--- src/rtl/timer_mc.sv ---
// Multi-channel bus-mapped timer with per-channel expiry, one-shot/periodic modes and a masked interrupt.
// Optional per-channel prescaler enabled by defining TIMER_MC_PRESCALER_EN.
module timer_mc #(
    parameter int unsigned NUM_CH = 4,
    parameter int unsigned CNT_W  = 32
) (
    input  logic        clk,
    input  logic        reset,
    input  logic        cs_,
    input  logic        as_,
    input  logic        rw,
    input  logic [4:0]  addr,
    input  logic [31:0] wr_data,
    output logic [31:0] rd_data,
    output logic        rdy_,
    output logic        irq
);

    localparam int unsigned SEL_W = 3;
    localparam logic [SEL_W-1:0] GLOBAL_SEL = SEL_W'(7);

    logic              access_c;
    logic              wr_c;
    logic [SEL_W-1:0]  ch_sel_c;
    logic [1:0]        reg_sel_c;

    logic [NUM_CH-1:0] start_q, start_d;
    logic [NUM_CH-1:0] mode_q, mode_d;
    logic [NUM_CH-1:0] pend_q, pend_d;
    logic [NUM_CH-1:0] mask_q, mask_d;
    logic [CNT_W-1:0]  expr_q [NUM_CH];
    logic [CNT_W-1:0]  expr_d [NUM_CH];
    logic [CNT_W-1:0]  cnt_q  [NUM_CH];
    logic [CNT_W-1:0]  cnt_d  [NUM_CH];
`ifdef TIMER_MC_PRESCALER_EN
    logic [CNT_W-1:0]  presc_q [NUM_CH];
    logic [CNT_W-1:0]  presc_d [NUM_CH];
    logic [CNT_W-1:0]  pre_q   [NUM_CH];
    logic [CNT_W-1:0]  pre_d   [NUM_CH];
`endif

    logic [31:0] rd_data_q, rd_data_d;
    logic        rdy_q, rdy_d;
    logic        irq_q, irq_d;
    logic [31:0] rd_mux_c;

    assign access_c  = !cs_ && !as_;
    assign wr_c      = access_c && !rw;
    assign ch_sel_c  = addr[4:2];
    assign reg_sel_c = addr[1:0];

    // Channel counting, expiry and register writes; writes override counter activity.
    always_comb begin : p_next
        logic tick;
        logic expire;
        start_d = start_q;
        mode_d  = mode_q;
        mask_d  = mask_q;
        expr_d  = expr_q;
        cnt_d   = cnt_q;
`ifdef TIMER_MC_PRESCALER_EN
        presc_d = presc_q;
        pre_d   = pre_q;
`endif
        pend_d  = pend_q;
        if (wr_c && ch_sel_c == GLOBAL_SEL && reg_sel_c == 2'd0) begin
            pend_d = pend_q & ~wr_data[NUM_CH-1:0];
        end
        if (wr_c && ch_sel_c == GLOBAL_SEL && reg_sel_c == 2'd1) begin
            mask_d = wr_data[NUM_CH-1:0];
        end
        for (int c = 0; c < int'(NUM_CH); c++) begin
            tick   = 1'b0;
            expire = 1'b0;
`ifdef TIMER_MC_PRESCALER_EN
            tick = start_q[c] && (pre_q[c] == presc_q[c]);
            if (start_q[c]) begin
                pre_d[c] = tick ? '0 : pre_q[c] + CNT_W'(1);
            end
`else
            tick = start_q[c];
`endif
            expire = tick && (cnt_q[c] == expr_q[c]);
            if (tick) begin
                cnt_d[c] = expire ? '0 : cnt_q[c] + CNT_W'(1);
            end
            if (expire) begin
                pend_d[c] = 1'b1;
                if (!mode_q[c]) begin
                    start_d[c] = 1'b0;
                end
            end
            if (wr_c && ch_sel_c == SEL_W'(c)) begin
                case (reg_sel_c)
                    2'd0: begin
                        start_d[c] = wr_data[0];
                        mode_d[c]  = wr_data[1];
`ifdef TIMER_MC_PRESCALER_EN
                        if (wr_data[0] && !start_q[c]) begin
                            pre_d[c] = '0;
                        end
`endif
                    end
                    2'd1: expr_d[c] = wr_data[CNT_W-1:0];
                    2'd2: cnt_d[c]  = wr_data[CNT_W-1:0];
`ifdef TIMER_MC_PRESCALER_EN
                    2'd3: presc_d[c] = wr_data[CNT_W-1:0];
`endif
                    default: ;
                endcase
            end
        end
    end

    // Read data mux; unmapped locations read as zero.
    always_comb begin
        rd_mux_c = '0;
        if (ch_sel_c == GLOBAL_SEL) begin
            case (reg_sel_c)
                2'd0:    rd_mux_c = 32'(pend_q);
                2'd1:    rd_mux_c = 32'(mask_q);
                default: rd_mux_c = '0;
            endcase
        end else begin
            for (int c = 0; c < int'(NUM_CH); c++) begin
                if (ch_sel_c == SEL_W'(c)) begin
                    case (reg_sel_c)
                        2'd0: rd_mux_c = 32'({mode_q[c], start_q[c]});
                        2'd1: rd_mux_c = 32'(expr_q[c]);
                        2'd2: rd_mux_c = 32'(cnt_q[c]);
`ifdef TIMER_MC_PRESCALER_EN
                        2'd3: rd_mux_c = 32'(presc_q[c]);
`endif
                        default: rd_mux_c = '0;
                    endcase
                end
            end
        end
    end

    always_comb begin
        rd_data_d = (access_c && rw) ? rd_mux_c : '0;
        rdy_d     = !access_c;
        irq_d     = |(pend_q & mask_q);
    end

    always_ff @(posedge clk or posedge reset) begin
        if (reset) begin
            start_q   <= '0;
            mode_q    <= '0;
            pend_q    <= '0;
            mask_q    <= '0;
            rd_data_q <= '0;
            rdy_q     <= 1'b1;
            irq_q     <= 1'b0;
            for (int c = 0; c < int'(NUM_CH); c++) begin
                expr_q[c] <= '0;
                cnt_q[c]  <= '0;
`ifdef TIMER_MC_PRESCALER_EN
                presc_q[c] <= '0;
                pre_q[c]   <= '0;
`endif
            end
        end else begin
            start_q   <= start_d;
            mode_q    <= mode_d;
            pend_q    <= pend_d;
            mask_q    <= mask_d;
            rd_data_q <= rd_data_d;
            rdy_q     <= rdy_d;
            irq_q     <= irq_d;
            expr_q    <= expr_d;
            cnt_q     <= cnt_d;
`ifdef TIMER_MC_PRESCALER_EN
            presc_q   <= presc_d;
            pre_q     <= pre_d;
`endif
        end
    end

    assign rd_data = rd_data_q;
    assign rdy_    = rdy_q;
    assign irq     = irq_q;

endmodule
--- config.mk ---
export PLATFORM = sky130hd
export DESIGN_NAME = timer_mc
export DESIGN_NICKNAME = d
export VERILOG_FILES = /design/src/rtl/timer_mc.sv
export SDC_FILE = /design/constraint.sdc
export NUM_CORES = 1
export LEC_CHECK = 0
export ABC_AREA = 0
export BUFFER_PORTS_ARGS = -buffer_cell sky130_fd_sc_hd__clkbuf_2
export CAP_MARGIN = 20
export CORE_MARGIN = 2
export CORE_UTILIZATION = 45
export CTS_BUF_LIST = sky130_fd_sc_hd__clkbuf_8
export DETAILED_ROUTE_END_ITERATION = 16
export REMOVE_ABC_BUFFERS = 1
export SLEW_MARGIN = 10
export SYNTH_ARGS = -nofsm -noshare
export SYNTH_HDL_FRONTEND = slang
export SYNTH_SLANG_ARGS = --single-unit
--- constraint.sdc ---
create_clock -name clk -period 8.75 [get_ports clk]
set_input_delay 0.875 -clock clk [delete_from_list [all_inputs] [get_ports clk]]
set_output_delay 0.875 -clock clk [all_outputs]
set_load 0.02 [all_outputs]
==> results.json, run 1 <==
{
  "grt_use_met3_pct": 6.32,
  "route.detailed.drc": 0,
  "wire_per_inst_um": 24.7,
  "path_cells": "clkbuf_2, nor2b_4, buf_4, nand2b_1, nor2_4, nor3_1, nor3_1",
  "syn-cell-area_um2": 17600,
  "antenna_left": 0,
  "fin_hold_ws_ns": 0.443,
  "fin_crit_ns": 3.21,
  "diodes": 0,
  "ys_types": 68,
  "critPathRequiredTime_ns": 9.31,
  "postLayoutCoreUtil_pct": 50.1,
  "ys_seq_area_share_pct": 43.6,
  "vias": 14500,
  "grt_overflow_total": 0,
  "setup_viol": 0,
  "critPathLaunchType": "input port",
  "synth-edff-count": 0,
  "grt_pass1_vias": 14100,
  "port_buffers": 75,
  "synth_warnings": 0,
  "gp_congestion": 0.927,
  "crit_path_max_incr_delay_ns": 0.89,
  "reg2regPathDepth": 7,
  "yosysTopAreaCellShare_pct": 43.5,
  "post_cts_buffers": 0,
  "drtIter0Drc": 1313,
  "ir_drop_uv": 179,
  "synth_seq_cells": 306,
  "totalWireLength_um": 58000,
  "crit_end": "cnt_q[26]",
  "detailed_place_hpwl_um": 40900,
  "core_um2": 38600,
  "post-route-period-util_pct": 36.7,
  "met1_usage_pct": 40.8,
  "path_clk_slew_ns": 0.06,
  "r2r-start": "cnt_q[52]",
  "yosys.area_share.xor_xnor_pct": 11.7,
  "critPathBufInv": 2,
  "worstPathArrival_ns": 3.77,
  "rsz0062_at_grt": "false",
  "numCtsBuffers": 57,
  "cp-end-kind": "flip-flop",
  "cts-root-buf": "clkbuf_8",
  "crit_top_cell": "nor3_1",
  "grt_pass1_wl_um": 88400,
  "synth_top_family_by_area": "simple AND/OR/NAND/NOR gates",
  "cts_tree": "done",
  "dieHeight_um": 202,
  "final-hold-violation-count": 0,
  "synth_adder_area_share_pct": 0.285,
  "slew_viol_final": 0,
  "synthArstFlopShare_pct": 100,
  "firstDrtPassIters": 5,
  "dieWidth_um": 202,
  "post_cts_resize_count": 0,
  "row_count": 72,
  "critPathLaunch": "addr[1]",
  "yosysTopAreaCell": "dfrtp_1",
  "syn_inst": 1780,
  "initial_core_util_pct": 45.6,
  "use_met2_pct": 43.4,
  "cp_slowest_cell": "nor2_4",
  "p_per_area_nw_per_um2": 224,
  "synth-simple-area-share_pct": 16.4,
  "tightest_slew_ns": 0.990,
  "muxShareOfSynthArea_pct": 9.57,
  "leakage_nw": 8.32,
  "ff2ff_setup_slack_ns": 5.66,
  "cp_top_family": "simple AND/OR/NAND/NOR gates",
  "ys_top_cells_by_count": "dfrtp_1 (305), nand2_1 (169), xor2_1 (154)",
  "status": "completed",
  "grt_usage_pct": 28.7,
  "fmax_mhz": 311,
  "top_usage_layer": "met2",
  "ioPinCount": 76,
  "critPathKind": "input port to flip-flop",
  "r2r_end": "cnt_q[49]",
  "clk-insertion-delay-late_ns": 0.66,
  "area_delta_synth_final_pct": 9.95,
  "nets": 1840,
  "hold_path.class": "input port to asynchronous set/reset pin",
  "dieArea_um2": 40600,
  "vias_per_cell": 6.17,
  "synth-main-ff-cell": "dfrtp_1",
  "drive_gt1_share_pct": 18.8,
  "grt_max_degree": 120,
  "finClkSkew_ns": 0.0335,
  "ctsLongestPathBuffers": 3,
  "cts_hold_buf": 0,
  "maxCapViolations": 0,
  "cp.depth": 7,
  "cts_max_level": 2,
  "worstPathMaxFanout": 49,
  "syn_avg_cell_area_um2": 9.87,
  "synthTopCellsByArea": "dfrtp_1 (43%), mux2_2 (8.7%), xor2_1 (7.7%)",
  "fillCellCount": 3671,
  "cts_sinks": 306,
  "relSlewSlack_pct": 34.0,
  "synth_compound_area_share_pct": 14.4,
  "antenna_found_initial": 1,
  "yosysMostFrequentCell": "dfrtp_1"
}
==> area by class of cell <==
| type | instances | area (µm²) | share of cell area (%) |
|---|---|---|---|
| Multi-Input combinational cell | 1307 | 9260 | 48.0 |
| Clock inverter | 29 | 118 | 0.609 |
| Inverter | 25 | 101 | 0.525 |
| Tap cell | 518 | 648 | 3.36 |
| Sequential cell | 306 | 7660 | 39.7 |
| Clock buffer | 70 | 963 | 4.99 |
| Timing Repair Buffer | 97 | 561 | 2.90 |
==> routing by layer <==
| metal | vias up | routed length [µm] |
|---|---|---|
| met5 | - | 12 |
| met4 | 2 | 1580 |
| met3 | 94 | 4860 |
| li1 | 6522 | - |
| met1 | 7271 | 25500 |
| met2 | 624 | 26000 |
==> registers in the layout (all words and copies together) (netlist names) <==
name     flops
mode_q       4
expr_q     128
rdy_         1
mask_q       4
start_q      4
rd_data     32
cnt_q      128
irq          1
pend_q       4
==> logic make-up (layout without fill, tap and decap cells) <==
kind of cell / Yosys count / count (layout)
buf+inv: 167 / 221
fa+ha+maj: 4 / 4
simple gates: 572 / 572
mux: 151 / 151
xor+xnor: 234 / 234
flops: 306 / 306
compound gates: 346 / 346
==> where the power goes <==
group          switching [mW]  internal, mW  total, mW
clock network           0.627         0.712       1.34
logic                   0.550         0.431      0.981
registers               0.377          1.63       2.01
==> worst min-delay path by stage <==
stage          startpoint          end  slack (ns)  cells after the start
6_report            reset  rd_data[12]        0.44                      2
3_3_place_gp    pend_q[2]    pend_q[2]        0.48                      2
4_1_cts               as_         rdy_        0.40                      3
2_1_floorplan   pend_q[2]    pend_q[2]        0.47                      2
3_5_place_dp    pend_q[1]    pend_q[1]        0.49                      1
5_1_grt               as_         rdy_        0.47                      3
==> per-stage QoR <==
| stage | area [µm²] | TNS [ns] | std cells | setup WS [ns] | total power [mW] |
|---|---|---|---|---|---|
| after detailed placement | 18200 | 0 | 2253 | 4.95 | 2.98 |
| after global routing | 19300 | 0 | 2352 | 5.34 | 4.54 |
| final | 19300 | 0 | 2352 | 5.54 | 4.33 |
| after CTS | 19300 | 0 | 2352 | 5.65 | 4.33 |
| after floorplan | 17000 | -177.72 | 1638 | -0.583 | 2.58 |
| after global placement | 18200 | 0 | 2252 | 5.01 | 2.96 |
==> worst reg2reg max path: stages, from the launching register on <==
cell and delay (ns):
dfrtp_1 0.45, xor2_1 0.26, nor4_1 0.42, nand4_1 0.14, or4_4 0.57, nor3_4 0.60, buf_4 0.38, o31ai_1 0.13
==> placed cells by master (no fill, tap or decap), drive strengths merged, types with 4 or more instances in the layout <==
master,count
a211oi,17
a21oi,17
a221oi,21
a22oi,102
a31oi,6
and2,6
and3,18
and4,17
buf,22
clkbuf,145
dfrtp,305
ha,4
inv,51
mux2,136
mux2i,15
nand2,169
nand2b,18
nand3,58
nand4,53
nor2,111
nor2b,5
nor3,54
nor3b,5
nor4,39
o21ai,17
o22ai,42
o31ai,100
or2,6
or3,4
xnor2,79
xor2,155
(Power assumes the default switching activity.)
==> inputs of run 2 (changes only) <==
==> constraint.sdc (replaced) <==
create_clock -name clk -period 2.6 [get_ports clk]
set_input_delay 0.26 -clock clk [delete_from_list [all_inputs] [get_ports clk]]
set_output_delay 0.26 -clock clk [all_outputs]
set_load 0.02 [all_outputs]
==> run 2 against run 1 <==
  * Critical path depth did not move
  * Sequential power rose to 3.3 times the previous value
  * Via count grew 1.1%
  * Non-clock buffer count grew 80
  * Utilization rose by 2.4 points
  * Sequential cell count did not move
  * Routed wire length grew 0.64%
  * Clock skew down 0.011 ns
==> results.json, run 2 (synthesis gave the netlist of run 1 again) <==
{
  "min_from": "wr_data[13]",
  "layout_common_cells": "dfrtp_1 (305), nand2_1 (169), xor2_1 (154), mux2_2 (136), nor2_1 (106)",
  "totalWireLength_um": 58400,
  "grt_pass1_vias": 14500,
  "rsz0062_at_grt": "false",
  "cts_max_level": 2,
  "slew_viol_final": 0,
  "cp_top_family": "simple AND/OR/NAND/NOR gates",
  "grt_pass1_wl_um": 89800,
  "crit_path_max_incr_delay_ns": 0.55,
  "gp_congestion": 0.946,
  "setup_viol": 0,
  "p_per_area_nw_per_um2": 737,
  "ff2ff_setup_slack_ns": 0.17,
  "relSlewSlack_pct": 43.5,
  "grt_overflow_total": 0,
  "finClkSkew_ns": 0.0223,
  "critPathRequiredTime_ns": 3.13,
  "route.detailed.drc": 0,
  "drive_gt1_share_pct": 21.1,
  "dieArea_um2": 40600,
  "detailed_place_hpwl_um": 42000,
  "maxCapViolations": 0,
  "cts-root-buf": "clkbuf_8",
  "tightest_slew_ns": 0.848,
  "grt_max_degree": 75,
  "drtIter0Drc": 1253,
  "r2r_end": "cnt_q[16]",
  "cts_sinks": 306,
  "reg2regPathDepth": 7,
  "post-route-period-util_pct": 93.4,
  "min_to": "cnt_q[109]",
  "worstPathArrival_ns": 2.96,
  "leakage_nw": 8.77,
  "cp_slowest_cell": "dfrtp_1",
  "area_delta_synth_final_pct": 15.2,
  "path_clk_slew_ns": 0.06,
  "grt_usage_pct": 29.0,
  "ioPinCount": 76,
  "cts_tree": "done",
  "core_um2": 38600,
  "final_design_area_no_fill_um2": 20200,
  "dieHeight_um": 202,
  "critPathBufInv": 0,
  "power_mw": 14.9,
  "vias": 14700,
  "r2r-start": "cnt_q[0]",
  "firstDrtPassIters": 5,
  "numCtsBuffers": 56,
  "clk-insertion-delay-late_ns": 0.66,
  "diodes": 0,
  "antenna_found_initial": 0,
  "ctsLongestPathBuffers": 3,
  "cts_hold_buf": 25,
  "hold_depth": 3,
  "post_cts_resize_count": 0,
  "fillCellCount": 3626,
  "port_buffers": 75,
  "status": "completed",
  "hold_path.class": "input port to flip-flop",
  "place_area_um2": 18800,
  "row_count": 72,
  "antenna_left": 0,
  "critPathKind": "flip-flop to flip-flop",
  "fmax_mhz": 412,
  "ir_drop_uv": 423,
  "final_common_cell": "dfrtp_1",
  "post_cts_buffers": 0,
  "worstPathMaxFanout": 9,
  "nets": 1919,
  "initial_core_util_pct": 45.6,
  "cp-end-kind": "flip-flop",
  "vias_per_cell": 6.03,
  "final-hold-violation-count": 0,
  "wire_per_inst_um": 24.0,
  "critPathLaunchType": "flip-flop",
  "path_cells": "ha_1, and2_1, nand4_1, nor2_1, nand2_1, xor2_1, o31ai_1",
  "fin_crit_ns": 2.43,
  "dieWidth_um": 202
}
[run 2: worst max-delay path by stage]
| stage | start | to | cells after the start |
|---|---|---|---|
| 2_1_floorplan | reset | cnt_q[0] | 1 |
| 3_3_place_gp | cnt_q[37] | cnt_q[37] | 7 |
| 3_5_place_dp | cnt_q[37] | cnt_q[36] | 7 |
| 4_1_cts | cnt_q[0] | cnt_q[18] | 7 |
| 5_1_grt | cnt_q[9] | cnt_q[26] | 6 |
| 6_report | cnt_q[0] | cnt_q[16] | 7 |
[run 2: power breakdown]
group | internal [mW] | total [mW] | switching (mW)
logic | 1.57 | 3.56 | 1.98
registers | 5.48 | 6.62 | 1.14
clock network | 2.59 | 4.74 | 2.15
total | 9.65 | 14.9 | 5.27
[run 2: through the flow]
stage	setup TNS (ns)	hold WS, ns	util [%]	instances	worst slack [ns]
4_1_cts	0	0.00607	52.5	2436	0.210
6_report	0	0.0471	52.5	2436	0.171
5_1_grt	0	0.0182	52.5	2436	0.0218
3_5_place_dp	0	0.379	48.8	2308	0.238
2_1_floorplan	-2949.69	0.371	-	1638	-6.12
3_3_place_gp	0	0.379	48.8	2308	0.261
[run 2: worst register-to-register path: stages, from the launching register on]
cell and delay, ns:
dfrtp_1 0.55, ha_1 0.34, and2_1 0.40, nand4_1 0.23
nor2_1 0.28, nand2_1 0.11, xor2_1 0.15, o31ai_1 0.24
[run 2: per-layer routing]
layer	GRT usage [%]	vias up	wire (µm)
met3	5.04	110	4270
met4	9.61	0	1880
met1	42.5	7326	26600
li1	-	6666	-
met5	0	-	0
met2	43.4	576	25700
[run 2: final cells by class]
cell class / instances / area, µm² / area share (%)
Multi-Input combinational cell: 1307 / 9260 / 45.8
Sequential cell: 306 / 7660 / 37.8
Timing Repair Buffer: 177 / 1400 / 6.94
Clock buffer: 76 / 1050 / 5.17
Tap cell: 518 / 648 / 3.20
Clock inverter: 27 / 119 / 0.587
Inverter: 25 / 101 / 0.501
